--- src/rtl/xadc_drp_scheduler_pkg.sv ---
// -----------------------------------------------------------------------------
// xadc_pkg
//   Shared types and constants for the XADC DRP scheduler:
//   - FSM state encoding (IDLE / SAMPLE_WAIT / CFG_WAIT)
//   - DRP bus widths and well-known XADC channel numbers
//   - the 22-bit sample record carried by the stream FIFO
//   - small helpers to build DRP addresses and sample records
// -----------------------------------------------------------------------------
package xadc_pkg;

  localparam int DRP_ADDR_W = 7;
  localparam int DRP_DATA_W = 16;
  localparam int CHAN_W     = 5;

  localparam logic [CHAN_W-1:0] CHAN_TEMP   = 5'h00;
  localparam logic [CHAN_W-1:0] CHAN_VPVN   = 5'h03;
  localparam logic [CHAN_W-1:0] CHAN_VAUX5  = 5'h15;
  localparam logic [CHAN_W-1:0] CHAN_VAUX12 = 5'h1C;

  typedef enum logic [1:0] {
    IDLE        = 2'd0,
    SAMPLE_WAIT = 2'd1,
    CFG_WAIT    = 2'd2
  } state_t;

  // One buffered conversion result: code, channel and end-of-frame marker.
  typedef struct packed {
    logic [DRP_DATA_W-1:0] data;
    logic [CHAN_W-1:0]     chan;
    logic                  last;
  } sample_t;

  localparam int SAMPLE_W = $bits(sample_t);

  // Status registers for channel N live at DRP address N.
  function automatic logic [DRP_ADDR_W-1:0] chan_to_addr(input logic [CHAN_W-1:0] chan);
    return {2'b00, chan};
  endfunction

  function automatic sample_t make_sample(input logic [DRP_DATA_W-1:0] data,
                                          input logic [CHAN_W-1:0]     chan,
                                          input logic [CHAN_W-1:0]     last_chan);
    sample_t s;
    s.data = data;
    s.chan = chan;
    s.last = (chan == last_chan);
    return s;
  endfunction

endpackage

--- src/rtl/xadc_drp_scheduler_sample_fifo.sv ---
// -----------------------------------------------------------------------------
// xadc_sample_fifo
//   Two-entry stream FIFO for XADC samples. The head entry is held in a
//   register that drives the output directly, so o_data is stable while
//   o_valid && !i_ready. A push and a pop in the same cycle are accepted even
//   when full (occupancy stays at two).
//
// Ports
//   clk, resetn  clock, asynchronous active-low reset
//   i_push       write i_data (ignored when full and not popping)
//   i_data       sample record to store
//   o_full       both entries occupied
//   o_valid      head entry is valid
//   o_data       head entry
//   i_ready      consumer accepts head entry this cycle
// -----------------------------------------------------------------------------
module xadc_sample_fifo
  import xadc_pkg::*;
(
  input  logic    clk,
  input  logic    resetn,
  input  logic    i_push,
  input  sample_t i_data,
  output logic    o_full,
  output logic    o_valid,
  output sample_t o_data,
  input  logic    i_ready
);

  sample_t    r_head;
  sample_t    r_tail;
  logic [1:0] r_count;
  logic       w_pop;
  logic       w_push;

  assign w_pop  = (r_count != 2'd0) && i_ready;
  assign w_push = i_push && ((r_count != 2'd2) || w_pop);

  always_ff @(posedge clk or negedge resetn) begin
    if (!resetn) begin
      r_head  <= '0;
      r_tail  <= '0;
      r_count <= 2'd0;
    end else begin
      case ({w_push, w_pop})
        2'b10: begin
          if (r_count == 2'd0) r_head <= i_data;
          else                 r_tail <= i_data;
          r_count <= r_count + 2'd1;
        end
        2'b01: begin
          r_head  <= r_tail;
          r_count <= r_count - 2'd1;
        end
        2'b11: begin
          // Occupancy unchanged; the new entry goes behind whatever remains.
          if (r_count == 2'd1) begin
            r_head <= i_data;
          end else begin
            r_head <= r_tail;
            r_tail <= i_data;
          end
        end
        default: ;
      endcase
    end
  end

  assign o_full  = (r_count == 2'd2);
  assign o_valid = (r_count != 2'd0);
  assign o_data  = r_head;

endmodule

--- src/rtl/xadc_drp_scheduler.sv ---
// -----------------------------------------------------------------------------
// xadc_drp_scheduler
//   Sole master of the XADC DRP port. Arbitrates between end-of-conversion
//   readout (status register read per EOC, result pushed into a 2-entry
//   sample stream) and single host configuration reads/writes. EOC readout
//   has priority unless the sample buffer is full.
//
// Build option
//   XADC_DRP_TIMEOUT_EN : when defined, a wait for drdy is aborted after
//   TIMEOUT_CYCLES cycles (counted from den). A config abort returns
//   cfg_ack with cfg_err=1 and cfg_rdata=16'hDEAD; a sample abort drops the
//   sample and sets overflow. When undefined, waits are unbounded and
//   cfg_err is always 0.
//
// Ports
//   clk, resetn        DRP/system clock, asynchronous active-low reset
//   eoc_in, channel_in XADC end-of-conversion pulse and converted channel
//   drp_*              DRP master interface (den is a one-cycle pulse)
//   m_valid/m_ready    sample stream handshake; m_data/m_chan/m_last payload
//   cfg_req..cfg_wdata host request (held until cfg_ack)
//   cfg_ack/rdata/err  one-cycle completion with read data and abort flag
//   overflow           sticky: a sample was lost
// -----------------------------------------------------------------------------
module xadc_drp_scheduler
  import xadc_pkg::*;
#(
  parameter logic [CHAN_W-1:0] LAST_CHANNEL   = 5'h1C,
  parameter int                TIMEOUT_CYCLES = 64
) (
  input  logic                  clk,
  input  logic                  resetn,
  input  logic                  eoc_in,
  input  logic [CHAN_W-1:0]     channel_in,
  output logic                  drp_den,
  output logic                  drp_dwe,
  output logic [DRP_ADDR_W-1:0] drp_daddr,
  output logic [DRP_DATA_W-1:0] drp_di,
  input  logic [DRP_DATA_W-1:0] drp_do,
  input  logic                  drp_drdy,
  output logic                  m_valid,
  output logic [DRP_DATA_W-1:0] m_data,
  output logic [CHAN_W-1:0]     m_chan,
  output logic                  m_last,
  input  logic                  m_ready,
  input  logic                  cfg_req,
  input  logic                  cfg_we,
  input  logic [DRP_ADDR_W-1:0] cfg_addr,
  input  logic [DRP_DATA_W-1:0] cfg_wdata,
  output logic                  cfg_ack,
  output logic [DRP_DATA_W-1:0] cfg_rdata,
  output logic                  cfg_err,
  output logic                  overflow
);

  state_t            r_state;
  logic              r_pend;
  logic [CHAN_W-1:0] r_pend_chan;
  logic [CHAN_W-1:0] r_samp_chan;

  logic              w_eoc_avail;
  logic [CHAN_W-1:0] w_eoc_chan;
  logic              w_issue_sample;
  logic              w_issue_cfg;
  logic              w_push;
  sample_t           w_push_data;
  sample_t           w_fifo_data;
  logic              w_fifo_full;

`ifdef XADC_DRP_TIMEOUT_EN
  localparam int TMO_W = $clog2(TIMEOUT_CYCLES) + 1;
  logic [TMO_W-1:0] r_tmo_cnt;
  logic             w_tmo_hit;

  assign w_tmo_hit = (r_tmo_cnt == TMO_W'(TIMEOUT_CYCLES - 1));
`else
  logic [31:0] w_unused_tmo;
  assign w_unused_tmo = TIMEOUT_CYCLES;
`endif

  // An EOC arriving this very cycle is eligible immediately, so a
  // simultaneous cfg_req still loses to it. An older pending EOC goes first.
  assign w_eoc_avail    = r_pend | eoc_in;
  assign w_eoc_chan     = r_pend ? r_pend_chan : channel_in;
  assign w_issue_sample = (r_state == IDLE) && w_eoc_avail && !w_fifo_full;
  // cfg_ack is high in the first IDLE cycle after completion while the host
  // has not yet seen it; masking the still-held request avoids a repeat.
  assign w_issue_cfg    = (r_state == IDLE) && !w_issue_sample && cfg_req && !cfg_ack;

  // Push is combinational on drdy so m_valid rises the cycle after drdy.
  assign w_push      = (r_state == SAMPLE_WAIT) && drp_drdy;
  assign w_push_data = make_sample(drp_do, r_samp_chan, LAST_CHANNEL);

  always_ff @(posedge clk or negedge resetn) begin
    if (!resetn) begin
      r_state     <= IDLE;
      r_pend      <= 1'b0;
      r_pend_chan <= '0;
      r_samp_chan <= '0;
      drp_den     <= 1'b0;
      drp_dwe     <= 1'b0;
      drp_daddr   <= '0;
      drp_di      <= '0;
      cfg_ack     <= 1'b0;
      cfg_rdata   <= '0;
      cfg_err     <= 1'b0;
      overflow    <= 1'b0;
`ifdef XADC_DRP_TIMEOUT_EN
      r_tmo_cnt   <= '0;
`endif
    end else begin
      drp_den <= 1'b0;
      drp_dwe <= 1'b0;
      cfg_ack <= 1'b0;
      cfg_err <= 1'b0;

      // Pending EOC bookkeeping. If the pending one is issued while a new
      // EOC arrives, the new one becomes pending and nothing is lost.
      if (eoc_in) begin
        r_pend_chan <= channel_in;
        r_pend      <= !(w_issue_sample && !r_pend);
        if (r_pend && !w_issue_sample) overflow <= 1'b1;
      end else if (w_issue_sample) begin
        r_pend <= 1'b0;
      end

      case (r_state)
        IDLE: begin
          if (w_issue_sample) begin
            drp_den     <= 1'b1;
            drp_dwe     <= 1'b0;
            drp_daddr   <= chan_to_addr(w_eoc_chan);
            r_samp_chan <= w_eoc_chan;
            r_state     <= SAMPLE_WAIT;
`ifdef XADC_DRP_TIMEOUT_EN
            r_tmo_cnt   <= '0;
`endif
          end else if (w_issue_cfg) begin
            drp_den   <= 1'b1;
            drp_dwe   <= cfg_we;
            drp_daddr <= cfg_addr;
            drp_di    <= cfg_wdata;
            r_state   <= CFG_WAIT;
`ifdef XADC_DRP_TIMEOUT_EN
            r_tmo_cnt <= '0;
`endif
          end
        end

        SAMPLE_WAIT: begin
          if (drp_drdy) begin
            r_state <= IDLE;
          end
`ifdef XADC_DRP_TIMEOUT_EN
          else if (w_tmo_hit) begin
            overflow <= 1'b1;
            r_state  <= IDLE;
          end else begin
            r_tmo_cnt <= r_tmo_cnt + 1'b1;
          end
`endif
        end

        CFG_WAIT: begin
          if (drp_drdy) begin
            cfg_ack   <= 1'b1;
            cfg_rdata <= drp_do;
            r_state   <= IDLE;
          end
`ifdef XADC_DRP_TIMEOUT_EN
          else if (w_tmo_hit) begin
            cfg_ack   <= 1'b1;
            cfg_err   <= 1'b1;
            cfg_rdata <= 16'hDEAD;
            r_state   <= IDLE;
          end else begin
            r_tmo_cnt <= r_tmo_cnt + 1'b1;
          end
`endif
        end

        default: r_state <= IDLE;
      endcase
    end
  end

  xadc_sample_fifo u_fifo (
    .clk     (clk),
    .resetn  (resetn),
    .i_push  (w_push),
    .i_data  (w_push_data),
    .o_full  (w_fifo_full),
    .o_valid (m_valid),
    .o_data  (w_fifo_data),
    .i_ready (m_ready)
  );

  assign m_data = w_fifo_data.data;
  assign m_chan = w_fifo_data.chan;
  assign m_last = w_fifo_data.last;

endmodule
--- config.mk ---
export PLATFORM = sky130hd
export DESIGN_NAME = xadc_drp_scheduler
export DESIGN_NICKNAME = d
export VERILOG_FILES = /design/src/rtl/xadc_drp_scheduler_pkg.sv /design/src/rtl/xadc_drp_scheduler_sample_fifo.sv /design/src/rtl/xadc_drp_scheduler.sv
export SDC_FILE = /design/constraint.sdc
export NUM_CORES = 1
export LEC_CHECK = 0
export CELL_PAD_IN_SITES_DETAIL_PLACEMENT = 0
export CELL_PAD_IN_SITES_GLOBAL_PLACEMENT = 1
export CORE_ASPECT_RATIO = 1.4
export CORE_MARGIN = 10
export CORE_UTILIZATION = 25
export CTS_BUF_LIST = sky130_fd_sc_hd__clkbuf_4 sky130_fd_sc_hd__clkbuf_8
export CTS_CLUSTER_DIAMETER = 100
export DETAILED_ROUTE_END_ITERATION = 7
export HOLD_SLACK_MARGIN = 0.1
export PLACE_DENSITY = 0.65
export RECOVER_POWER = 25
export SLEW_MARGIN = 30
export SYNTH_ARGS = -nofsm -noshare
export SYNTH_HDL_FRONTEND = slang
export SYNTH_SLANG_ARGS = --single-unit
--- constraint.sdc ---
create_clock -name clk -period 2.3 [get_ports clk]
set_input_delay 0.46 -clock clk [delete_from_list [all_inputs] [get_ports clk]]
set_output_delay 0.46 -clock clk [all_outputs]
set_load 0.03 [all_outputs]
==> flow_metrics.env, run 1 <==
export IMPL_holdPathStages=2
export IMPL_grt_pass1_vias=3309
export IMPL_die_y_um=177
export IMPL_dr_pass1_iters=6
export IMPL_p_leak_nw=2.60
export IMPL_synth_edf_count=0
export IMPL_synth_area_um2=4410
export IMPL_area_growth_pct=36.2
export IMPL_min_from="cfg_rdata[2]"
export IMPL_r2r_slack_ps=420
export IMPL_grt_pass1_wl_um=18500
export IMPL_htreeDepth=3
export IMPL_gp_congestion=0.740
export IMPL_path_class="reg2out"
export IMPL_setup_tns_ps=0
export IMPL_layout_min_cycle_time_ps=2090
export IMPL_coreArea_um2=17300
export IMPL_setup_violations_final=0
export IMPL_fp_dieW_um=132
export IMPL_rr_worst_depth=6
export IMPL_relSlewSlack=0.480
export IMPL_numClockSinks=102
export IMPL_endpoint_kind="output pin"
export IMPL_grt_antenna_before_repair=0
export IMPL_layout_drive_gt1_share=0.216
export IMPL_drc=0
export IMPL_dp_cells=689
export IMPL_drv_cap=0
export IMPL_crit_start="u_fifo.r_count[1]"
export IMPL_r2r_end="u_fifo.o_data[0]"
export IMPL_ir_drop_mv=0.491
export IMPL_p_per_area_nw_per_um2=1470
export IMPL_n_antenna_cell=0
export IMPL_cp_max_fo=4
export IMPL_critPathLaunchType="flip-flop"
export IMPL_clock_latency_ps=370
export IMPL_fillers=1729
export IMPL_ys_flop_type="dfrtp_1"
export IMPL_fin_skew_ps=9.40
export IMPL_worst_hold_path_type="reg2reg"
export IMPL_worst_r2r_startpoint="u_fifo.r_count[1]"
export IMPL_async_flop_share=1.00
export IMPL_numCtsBuffers=9
export IMPL_rows=57
export IMPL_grt_setup_unrepaired="no"
export IMPL_hold_viol_final=0
export IMPL_ant_nets=0
export IMPL_final_nets=522
export IMPL_ys_seq_elements=102
export IMPL_maxSlewViolCount=0
export IMPL_routed_via_density=4.23
export IMPL_dp_hpwl_um=8440
export IMPL_post_cts_buffers=0
export IMPL_grt_start_max_net_pins=40
export IMPL_io_pins=118
export IMPL_max_freq_mhz=479
export IMPL_track_usage=0.0999
export IMPL_die_area_um2=23400
export IMPL_port_buffers=116
export IMPL_cp_arrival_ps=1630
export IMPL_cts_root_buffer="clkbuf_8"
export IMPL_cp_required_ps=1840
export IMPL_start_util=0.254
export IMPL_post_drt_wl_per_cell_um=16.3
export IMPL_hold_end="cfg_rdata[2]"
export IMPL_clockBufferDepth=2
export IMPL_ys_types=42
export IMPL_tightest_slew_ps=780
export IMPL_finalNonFillerCells=704
export IMPL_cts_tree="done"
export IMPL_fin_crit_sh=0.908
export IMPL_ys_warn_count=0
export IMPL_drtIter0Drc=141
export IMPL_drt_wl_total_um=11400
export IMPL_yosysSeqAreaShare=0.579
export IMPL_grt_overflow=0
export IMPL_syn_nets=401
export IMPL_clkTransAtPathRegs_ps=90
export IMPL_status="finished, final reports clean"
export IMPL_synthCells=344
export IMPL_dr_total_vias=2979
export IMPL_avgSynthCellArea_um2=12.8
final cells by class:
cell class	instances	area, um^2	area share
repair buffers	128	1270	0.211
clock buffers	13	160	0.0267
clock inverters	1	7.51	0.00125
multi-input cells	195	1610	0.268
well taps	236	295	0.0492
flip-flops and latches	102	2550	0.425
inverters	29	109	0.0181
synthesized netlist by cell type (5+ instances only):
master   instances  area [um^2]
ha_1             6         75.1
o21ai_2         21          184
dfrtp_1        102         2550
mux2_2          24          270
inv_1           28          105
mux2_4          20          300
nand2_1         26         97.6
o21ai_0         19         95.1
a22oi_1         21          158
nor2b_1          7         43.8
nor2_1           8         30.0
buf_6            7         78.8
a21oi_1          6         30.0
buf_2            5         25.0
routing by layer:
metal  up-vias  routed length (um)  part of all wire  GRT usage
li1       1421                   -                 -          -
met1      1462                4830              0.42      0.115
met2        85                5580              0.49      0.162
met3        11                 839             0.073     0.0392
met4         0                 186             0.016     0.0446
met5         -                   0                 0          0
critical path, stage by stage (launching register included):
cell           delay [ps]
dfrtp_1               390
inv_1                  90
ha_1                  250
inv_1                 110
dlygate4sd2_1         410
logic make-up after synthesis:
| group | share of synthesized area |
|---|---|
| flops | 0.579 |
| compound gates | 0.151 |
| simple gates | 0.0576 |
| mux | 0.137 |
| buf+inv | 0.0559 |
| fa+ha+maj | 0.0170 |
| other cells | 0.000851 |
| xor+xnor | 0.00199 |
report_power, final:
part | total (mW) | switching (mW) | internal [mW]
logic | 4.66 | 2.54 | 2.12
clock network | 1.05 | 0.603 | 0.450
registers | 3.13 | 0.499 | 2.63
worst max-delay path by stage:
stage                  endpoint  slack [ps]  cells past startpoint
3_5_place_dp   u_fifo.r_tail[7]         160                      5
4_1_cts                 m_valid         170                      4
2_1_floorplan  u_fifo.r_tail[0]         540                      6
5_1_grt                 m_valid         100                      4
6_report                m_valid         210                      4
3_3_place_gp   u_fifo.r_tail[6]         190                      5
flip-flops by register name (all words and copies together) (netlist names):
| signal | count |
|---|---|
| u_fifo.o_data | 22 |
| u_fifo.r_tail | 22 |
| cfg_rdata | 16 |
| drp_di | 16 |
| drp_daddr | 7 |
| r_pend_chan | 5 |
| r_samp_chan | 5 |
| r_state | 2 |
| u_fifo.r_count | 2 |
| cfg_ack | 1 |
| drp_den | 1 |
| drp_dwe | 1 |
| overflow | 1 |
| r_pend | 1 |
through the flow:
step	util	power, mW	cell area (um^2)	hold slack (ps)	setup WS [ps]
global placement	0.338	7.81	5860	438	194
CTS	0.348	9.02	6030	492	171
finish	0.346	8.84	6000	484	213
floorplan	-	6.13	4410	164	545
detailed placement	0.338	7.93	5860	439	164
global route	0.346	9.46	6000	522	98.6
layout by cell type, fill, tap and decap left out, types with 2 or more instances in the layout:
| cell | count |
|---|---|
| clkbuf_8 | 10 |
| o21ai_2 | 21 |
| mux2_4 | 20 |
| a22oi_1 | 21 |
| buf_4 | 6 |
| inv_1 | 28 |
| a21oi_1 | 6 |
| nand3_1 | 2 |
| a21o_1 | 2 |
| o31ai_1 | 4 |
| a22o_1 | 2 |
| clkbuf_4 | 5 |
| a211oi_1 | 2 |
| o21ai_0 | 19 |
| nor2_1 | 8 |
| a221o_1 | 2 |
| o21ai_1 | 2 |
| nand2_1 | 26 |
| nand2b_1 | 2 |
| buf_12 | 2 |
| dfrtp_1 | 102 |
| nor2b_1 | 7 |
| ha_1 | 6 |
| mux2_2 | 24 |
| mux2i_1 | 2 |
| clkdlybuf4s50_1 | 114 |
| and2b_4 | 2 |
timing repair:
item | CTS | global route
gates resized for setup | 1 | 0
hold endpoints to repair | 28 | 0
setup endpoints to repair | 1 | 0
hold buffers | 1 | 0
Note: power is estimated with default switching activity, not from simulation.
==> inputs of run 2 (changes only) <==
--- a/config.mk
+++ b/config.mk
@@ -5,6 +5,7 @@
 export SDC_FILE = /design/constraint.sdc
 export NUM_CORES = 1
 export LEC_CHECK = 0
+export ABC_AREA = 1
 export CELL_PAD_IN_SITES_DETAIL_PLACEMENT = 0
 export CELL_PAD_IN_SITES_GLOBAL_PLACEMENT = 1
 export CORE_ASPECT_RATIO = 1.4
@@ -14,8 +15,9 @@
 export CTS_CLUSTER_DIAMETER = 100
 export DETAILED_ROUTE_END_ITERATION = 7
 export HOLD_SLACK_MARGIN = 0.1
-export PLACE_DENSITY = 0.65
+export PLACE_DENSITY = 0.69
 export RECOVER_POWER = 25
+export SKIP_LAST_GASP = 1
 export SLEW_MARGIN = 30
 export SYNTH_ARGS = -nofsm -noshare
 export SYNTH_HDL_FRONTEND = slang
==> run 2 against run 1 <==
Against the previous run: critical endpoint unchanged; largest cell class unchanged; die area increased by 1.8%; synthesized cell count increased by 61%; power decreased by 5.7%; highest routed layer unchanged; largest power group unchanged.
==> flow_metrics.env, run 2 <==
export IMPL_status="finished, final reports clean"
export IMPL_cp_required_ps=1840
export IMPL_ys_flop_type="dfrtp_1"
export IMPL_numCtsBuffers=9
export IMPL_layout_drive_gt1_share=0.0651
export IMPL_p_per_area_nw_per_um2=1360
export IMPL_hold_worst_slack_ps=477
export IMPL_n_antenna_cell=0
export IMPL_min_from="u_fifo.o_data[12]"
export IMPL_endpoint_kind="output pin"
export IMPL_synthCells=553
export IMPL_max_stage_delay_ps=410
export IMPL_cp_arrival_ps=1620
export IMPL_setup_tns_ps=0
export IMPL_clockBufferDepth=2
export IMPL_gp_congestion=0.807
export IMPL_grt_setup_unrepaired="no"
export IMPL_grt_antenna_before_repair=0
export IMPL_synth_edf_count=0
export IMPL_yosysSeqAreaShare=0.567
export IMPL_layout_min_cycle_time_ps=2080
export IMPL_drt_wl_total_um=12900
export IMPL_final_common_cell="nand2_1"
export IMPL_worst_hold_path_type="reg2reg"
export IMPL_port_buffers=116
export IMPL_dp_hpwl_um=9610
export IMPL_ant_nets=0
export IMPL_rows=58
export IMPL_yosysMostFrequentCell="nand2_1"
export IMPL_yosys_area_share_xor_xnor=0
export IMPL_cts_tree="done"
export IMPL_start_util=0.252
export IMPL_ys_seq_elements=102
export IMPL_fin_util=0.343
export IMPL_yosys_area_share_simple=0.340
export IMPL_maxSlewViolCount=0
export IMPL_routed_via_density=4.23
export IMPL_ys_warn_count=0
export IMPL_final_nets=728
export IMPL_cp_max_fo=3
export IMPL_post_drt_wl_per_cell_um=14.1
export IMPL_relSlewSlack=0.409
export IMPL_p_leak_nw=3.10
export IMPL_worstPathCellList="inv_1, ha_1, inv_1, dlygate4sd2_1"
export IMPL_synth_area_um2=4500
export IMPL_numClockSinks=102
export IMPL_fin_crit_sh=0.905
export IMPL_grt_pass1_vias=4188
export IMPL_clkTransAtPathRegs_ps=100
export IMPL_fp_dieW_um=133
export IMPL_io_pins=118
export IMPL_coreArea_um2=17900
export IMPL_ir_drop_mv=0.550
export IMPL_die_area_um2=23800
export IMPL_tightest_slew_ps=886
export IMPL_cp_slowest_cell="dlygate4sd2_1"
export IMPL_syn_nets=610
export IMPL_dp_cells=899
export IMPL_htreeDepth=3
export IMPL_yosys_area_top_type_share=0.567
export IMPL_path_class="reg2out"
export IMPL_netlist_top_cells_area="dfrtp_1 57%, nand2_1 25%, nand3_1 6.5%"
export IMPL_area_growth_pct=36.2
export IMPL_cts_root_buffer="clkbuf_8"
export IMPL_drc=0
export IMPL_cp_num_buf_inv=3
export IMPL_worst_r2r_startpoint="u_fifo.r_count[0]"
export IMPL_r2r_slack_ps=490
export IMPL_fillers=1938
export IMPL_drv_cap=0
export IMPL_die_y_um=179
export IMPL_muxShareOfSynthArea=0
export IMPL_hold_end="u_fifo.o_data[12]"
export IMPL_cpMostUsedCell="inv_1"
export IMPL_ys_types=22
export IMPL_hold_viol_final=0
export IMPL_total_power_mw=8.34
export IMPL_fin_skew_ps=7.84
export IMPL_dr_pass1_iters=4
export IMPL_synth_top_family_by_area="simple AND/OR/NAND/NOR gates"
export IMPL_synth_top_cell_by_area="dfrtp_1"
export IMPL_cp_top_family="buffers and inverters"
export IMPL_critPathLaunchType="flip-flop"
export IMPL_final_cell_mix="302 x nand2_1, 113 x clkdlybuf4s50_1, 102 x dfrtp_1"
export IMPL_finalNonFillerCells=916
export IMPL_post_cts_buffers=0
export IMPL_grt_overflow=0
export IMPL_r2r_end="u_fifo.o_data[21]"
export IMPL_clock_latency_ps=370
export IMPL_synthAdderAreaFrac=0.0167
export IMPL_grt_pass1_wl_um=21300
export IMPL_grt_start_max_net_pins=63
export IMPL_drtIter0Drc=179
export IMPL_synth_top_cells_by_count="302 x nand2_1, 102 x dfrtp_1, 58 x nand3_1"
export IMPL_async_flop_share=1.00
export IMPL_holdPathStages=2
export IMPL_synth_compound_area_share=0.0228
export IMPL_setup_violations_final=0
export IMPL_rr_worst_depth=8
export IMPL_dr_total_vias=3879
export IMPL_avgSynthCellArea_um2=8.13
export IMPL_max_freq_mhz=481
export IMPL_track_usage=0.109
==> run 2: area by class of cell <==
type | count | area, um^2 | area share
inverter | 25 | 93.8 | 0.0153
clock buffer | 10 | 131 | 0.0215
clock inverter | 6 | 61.3 | 0.0100
multi-input combinational | 401 | 1710 | 0.280
tap | 240 | 300 | 0.0490
timing repair buffer | 132 | 1270 | 0.208
sequential | 102 | 2550 | 0.417
==> run 2: worst max path at each step <==
| stage | start | endpoint | cells after the start |
|---|---|---|---|
| 2_1_floorplan | u_fifo.r_count[0] | u_fifo.o_data[10] | 10 |
| 3_3_place_gp | m_ready | u_fifo.o_data[21] | 8 |
| 3_5_place_dp | m_ready | u_fifo.o_data[20] | 8 |
| 4_1_cts | u_fifo.r_count[0] | m_valid | 4 |
| 5_1_grt | u_fifo.r_count[0] | m_valid | 4 |
| 6_report | u_fifo.r_count[0] | m_valid | 4 |
==> run 2: per-layer routing <==
| layer | global-route usage | vias up | wire (um) |
|---|---|---|---|
| met5 | 0 | - | 0 |
| met4 | 0.0441 | 0 | 257 |
| met3 | 0.0297 | 18 | 724 |
| met2 | 0.192 | 107 | 6390 |
| met1 | 0.123 | 1809 | 5520 |
| li1 | - | 1945 | - |
==> run 2: per-stage QoR <==
stage / cell area (um^2) / worst slack, ps
2_1_floorplan: 4500 / 833
3_3_place_gp: 5940 / 254
3_5_place_dp: 5940 / 233
4_1_cts: 6140 / 165
5_1_grt: 6120 / 130
6_report: 6120 / 219
==> run 2: kinds of logic after synthesis <==
| family | after synthesis |
|---|---|
| fa+ha+maj | 6 |
| other cells | 1 |
| compound gates | 19 |
| flops | 102 |
| simple gates | 375 |
| buf+inv | 50 |
==> run 2: worst reg2reg max path, stage by stage, from the launching register on <==
cell	delay [ps]
dfrtp_1	390
inv_1	90
ha_1	240
nor2_2	300
nand2_2	340
nand2_1	150
nand2_1	70
nand2_1	60
nand2_1	60
==> run 2: repair_timing <==
action	CTS	global route
endpoints found under the hold margin	6	0
hold buffers	1	0
gates resized for setup	1	0
setup endpoints to repair	1	0
==> run 2: where the power goes <==
group / switching, mW / leakage, nW / internal [mW] / total, mW
clock: 0.638 / 0.0999 / 0.514 / 1.15
sequential: 0.451 / 1.28 / 2.55 / 3.00
combinational: 2.58 / 1.72 / 1.60 / 4.18
total: 3.67 / 3.10 / 4.67 / 8.34
==> inputs of run 3 (changes only) <==
--- a/config.mk
+++ b/config.mk
@@ -17,6 +17,7 @@
 export HOLD_SLACK_MARGIN = 0.1
 export PLACE_DENSITY = 0.69
 export RECOVER_POWER = 25
+export REMOVE_ABC_BUFFERS = 1
 export SKIP_LAST_GASP = 1
 export SLEW_MARGIN = 30
 export SYNTH_ARGS = -nofsm -noshare
==> constraint.sdc (replaced) <==
create_clock -name clk -period 2.12 [get_ports clk]
set_input_delay 0.212 -clock clk [delete_from_list [all_inputs] [get_ports clk]]
set_output_delay 0.212 -clock clk [all_outputs]
set_load 0.03 [all_outputs]
==> run 3 against run 2 <==
Against the previous run: worst setup slack improved by 38 ps; wire length increased by 3.9%; core utilization about the same; power increased by 7.8%; register-to-register slack got worse by 230 ps; die area unchanged; clock power increased by 3%; hold slack got worse by 100 ps; first-iteration DRC count increased by 29%; critical endpoint unchanged; largest power group unchanged.
==> flow_metrics.env, run 3 (synthesized netlist as in run 2, its figures left out) <==
export IMPL_grt_setup_unrepaired="no"
export IMPL_grt_pass1_vias=4060
export IMPL_grt_overflow=0
export IMPL_place_ws_ps=58.5
export IMPL_post_drt_wl_per_cell_um=14.6
export IMPL_holdPathStages=3
export IMPL_tightest_slew_ps=1140
export IMPL_setup_tns_ps=0
export IMPL_htreeDepth=3
export IMPL_die_y_um=179
export IMPL_track_usage=0.113
export IMPL_worst_r2r_startpoint="u_fifo.r_count[0]"
export IMPL_path_class="reg2out"
export IMPL_gp_congestion=0.740
export IMPL_worst_hold_path_type="in2reg"
export IMPL_endpoint_kind="output pin"
export IMPL_dr_pass1_iters=4
export IMPL_crit_start="u_fifo.r_count[0]"
export IMPL_clkTransAtPathRegs_ps=90
export IMPL_fp_dieW_um=133
export IMPL_final_nets=728
export IMPL_dp_hpwl_um=9690
export IMPL_cts_root_buffer="clkbuf_8"
export IMPL_fillers=1961
export IMPL_grt_antenna_before_repair=0
export IMPL_hold_viol_final=0
export IMPL_clockBufferDepth=2
export IMPL_port_buffers=116
export IMPL_setup_violations_final=0
export IMPL_grt_pass1_wl_um=21600
export IMPL_die_area_um2=23800
export IMPL_drtIter0Drc=231
export IMPL_place_area_um2=5940
export IMPL_final_common_cell="nand2_1"
export IMPL_cp_max_fo=3
export IMPL_rr_worst_depth=9
export IMPL_worstPathCellList="inv_1, ha_1, inv_1, dlygate4sd2_1"
export IMPL_cpMostUsedCell="inv_1"
export IMPL_max_freq_mhz=537
export IMPL_dr_total_vias=3910
export IMPL_drt_wl_total_um=13400
export IMPL_fin_skew_ps=8.47
export IMPL_clock_latency_ps=370
export IMPL_layout_drive_gt1_share=0.0652
export IMPL_cp_slowest_cell="dlygate4sd2_1"
export IMPL_p_leak_nw=3.10
export IMPL_area_growth_pct=36.0
export IMPL_r2r_slack_ps=260
export IMPL_p_per_area_nw_per_um2=1470
export IMPL_numClockSinks=102
export IMPL_cp_required_ps=1910
export IMPL_rows=58
export IMPL_ir_drop_mv=0.645
export IMPL_status="finished, final reports clean"
export IMPL_n_antenna_cell=0
export IMPL_layout_min_cycle_time_ps=1860
export IMPL_ant_nets=0
export IMPL_critPathLaunchType="flip-flop"
export IMPL_r2r_end="drp_di[15]"
export IMPL_maxSlewViolCount=0
export IMPL_cp_arrival_ps=1650
export IMPL_drv_cap=0
export IMPL_cts_tree="done"
export IMPL_endpoint="m_valid"
export IMPL_final_cell_mix="302 x nand2_1, 113 x clkdlybuf4s50_1, 102 x dfrtp_1"
export IMPL_start_util=0.252
export IMPL_coreArea_um2=17900
export IMPL_routed_via_density=4.27
export IMPL_relSlewSlack=0.242
export IMPL_io_pins=118
export IMPL_drc=0
export IMPL_stdcell_area_um2=6120
export IMPL_max_stage_delay_ps=430
export IMPL_fin_crit_sh=0.879
export IMPL_numCtsBuffers=9
export IMPL_grt_start_max_net_pins=46
export IMPL_worst_slack_ps=257
[run 3: worst max-delay path: cells and delay by family (launching register included)]
| kind | cells | cell delay (ps) |
|---|---|---|
| flops | 1 | 390 |
| buf+inv | 3 | 660 |
| fa+ha+maj | 1 | 240 |
[run 3: timing repair]
action,CTS,global route
hold buffers,1,0
cloned,0,1
pin swaps,0,1
hold endpoints to repair,42,0
gates resized for setup,1,0
setup endpoints to repair,1,17
buffers inserted,0,0
[run 3: worst min path at each step]
stage                       endpoint  slack, ps   startpoint
floorplan                    cfg_ack        -80       resetn
global placement    u_fifo.o_data[8]        270       resetn
detailed placement      cfg_rdata[1]        270       resetn
CTS                     drp_daddr[6]        350  cfg_addr[6]
global route            drp_daddr[6]        350  cfg_addr[6]
finish                  drp_daddr[6]        370  cfg_addr[6]
[run 3: power by group]
group	switching, mW	internal [mW]	total [mW]	leakage, nW
registers	0.471	2.77	3.24	1.28
clock network	0.673	0.516	1.19	0.0982
logic	2.84	1.72	4.56	1.72
[run 3: layout make-up]
cell class / count / area, um^2 / share of cell area
Sequential cell: 102 / 2550 / 0.417
Multi-Input combinational cell: 402 / 1720 / 0.281
Timing Repair Buffer: 131 / 1270 / 0.207
Tap cell: 240 / 300 / 0.0491
Clock buffer: 12 / 165 / 0.0270
Inverter: 25 / 93.8 / 0.0153
Clock inverter: 3 / 18.8 / 0.00307
[run 3: through the flow]
step / power [mW] / utilization / hold slack, ps / cells
after floorplan: 5.92 / - / -83.6 / 528
after global placement: 7.82 / 0.332 / 267 / 898
after detailed placement: 7.92 / 0.332 / 274 / 898
after CTS: 9.15 / 0.343 / 346 / 914
after global routing: 9.71 / 0.343 / 354 / 915
final: 8.99 / 0.343 / 372 / 915
[run 3: metal layers]
metal / up-vias / wire [um] / GRT usage
met5: - / 0 / 0
met3: 11 / 857 / 0.0381
met2: 106 / 6830 / 0.199
met4: 0 / 156 / 0.0341
li1: 1941 / - / -
met1: 1852 / 5560 / 0.127
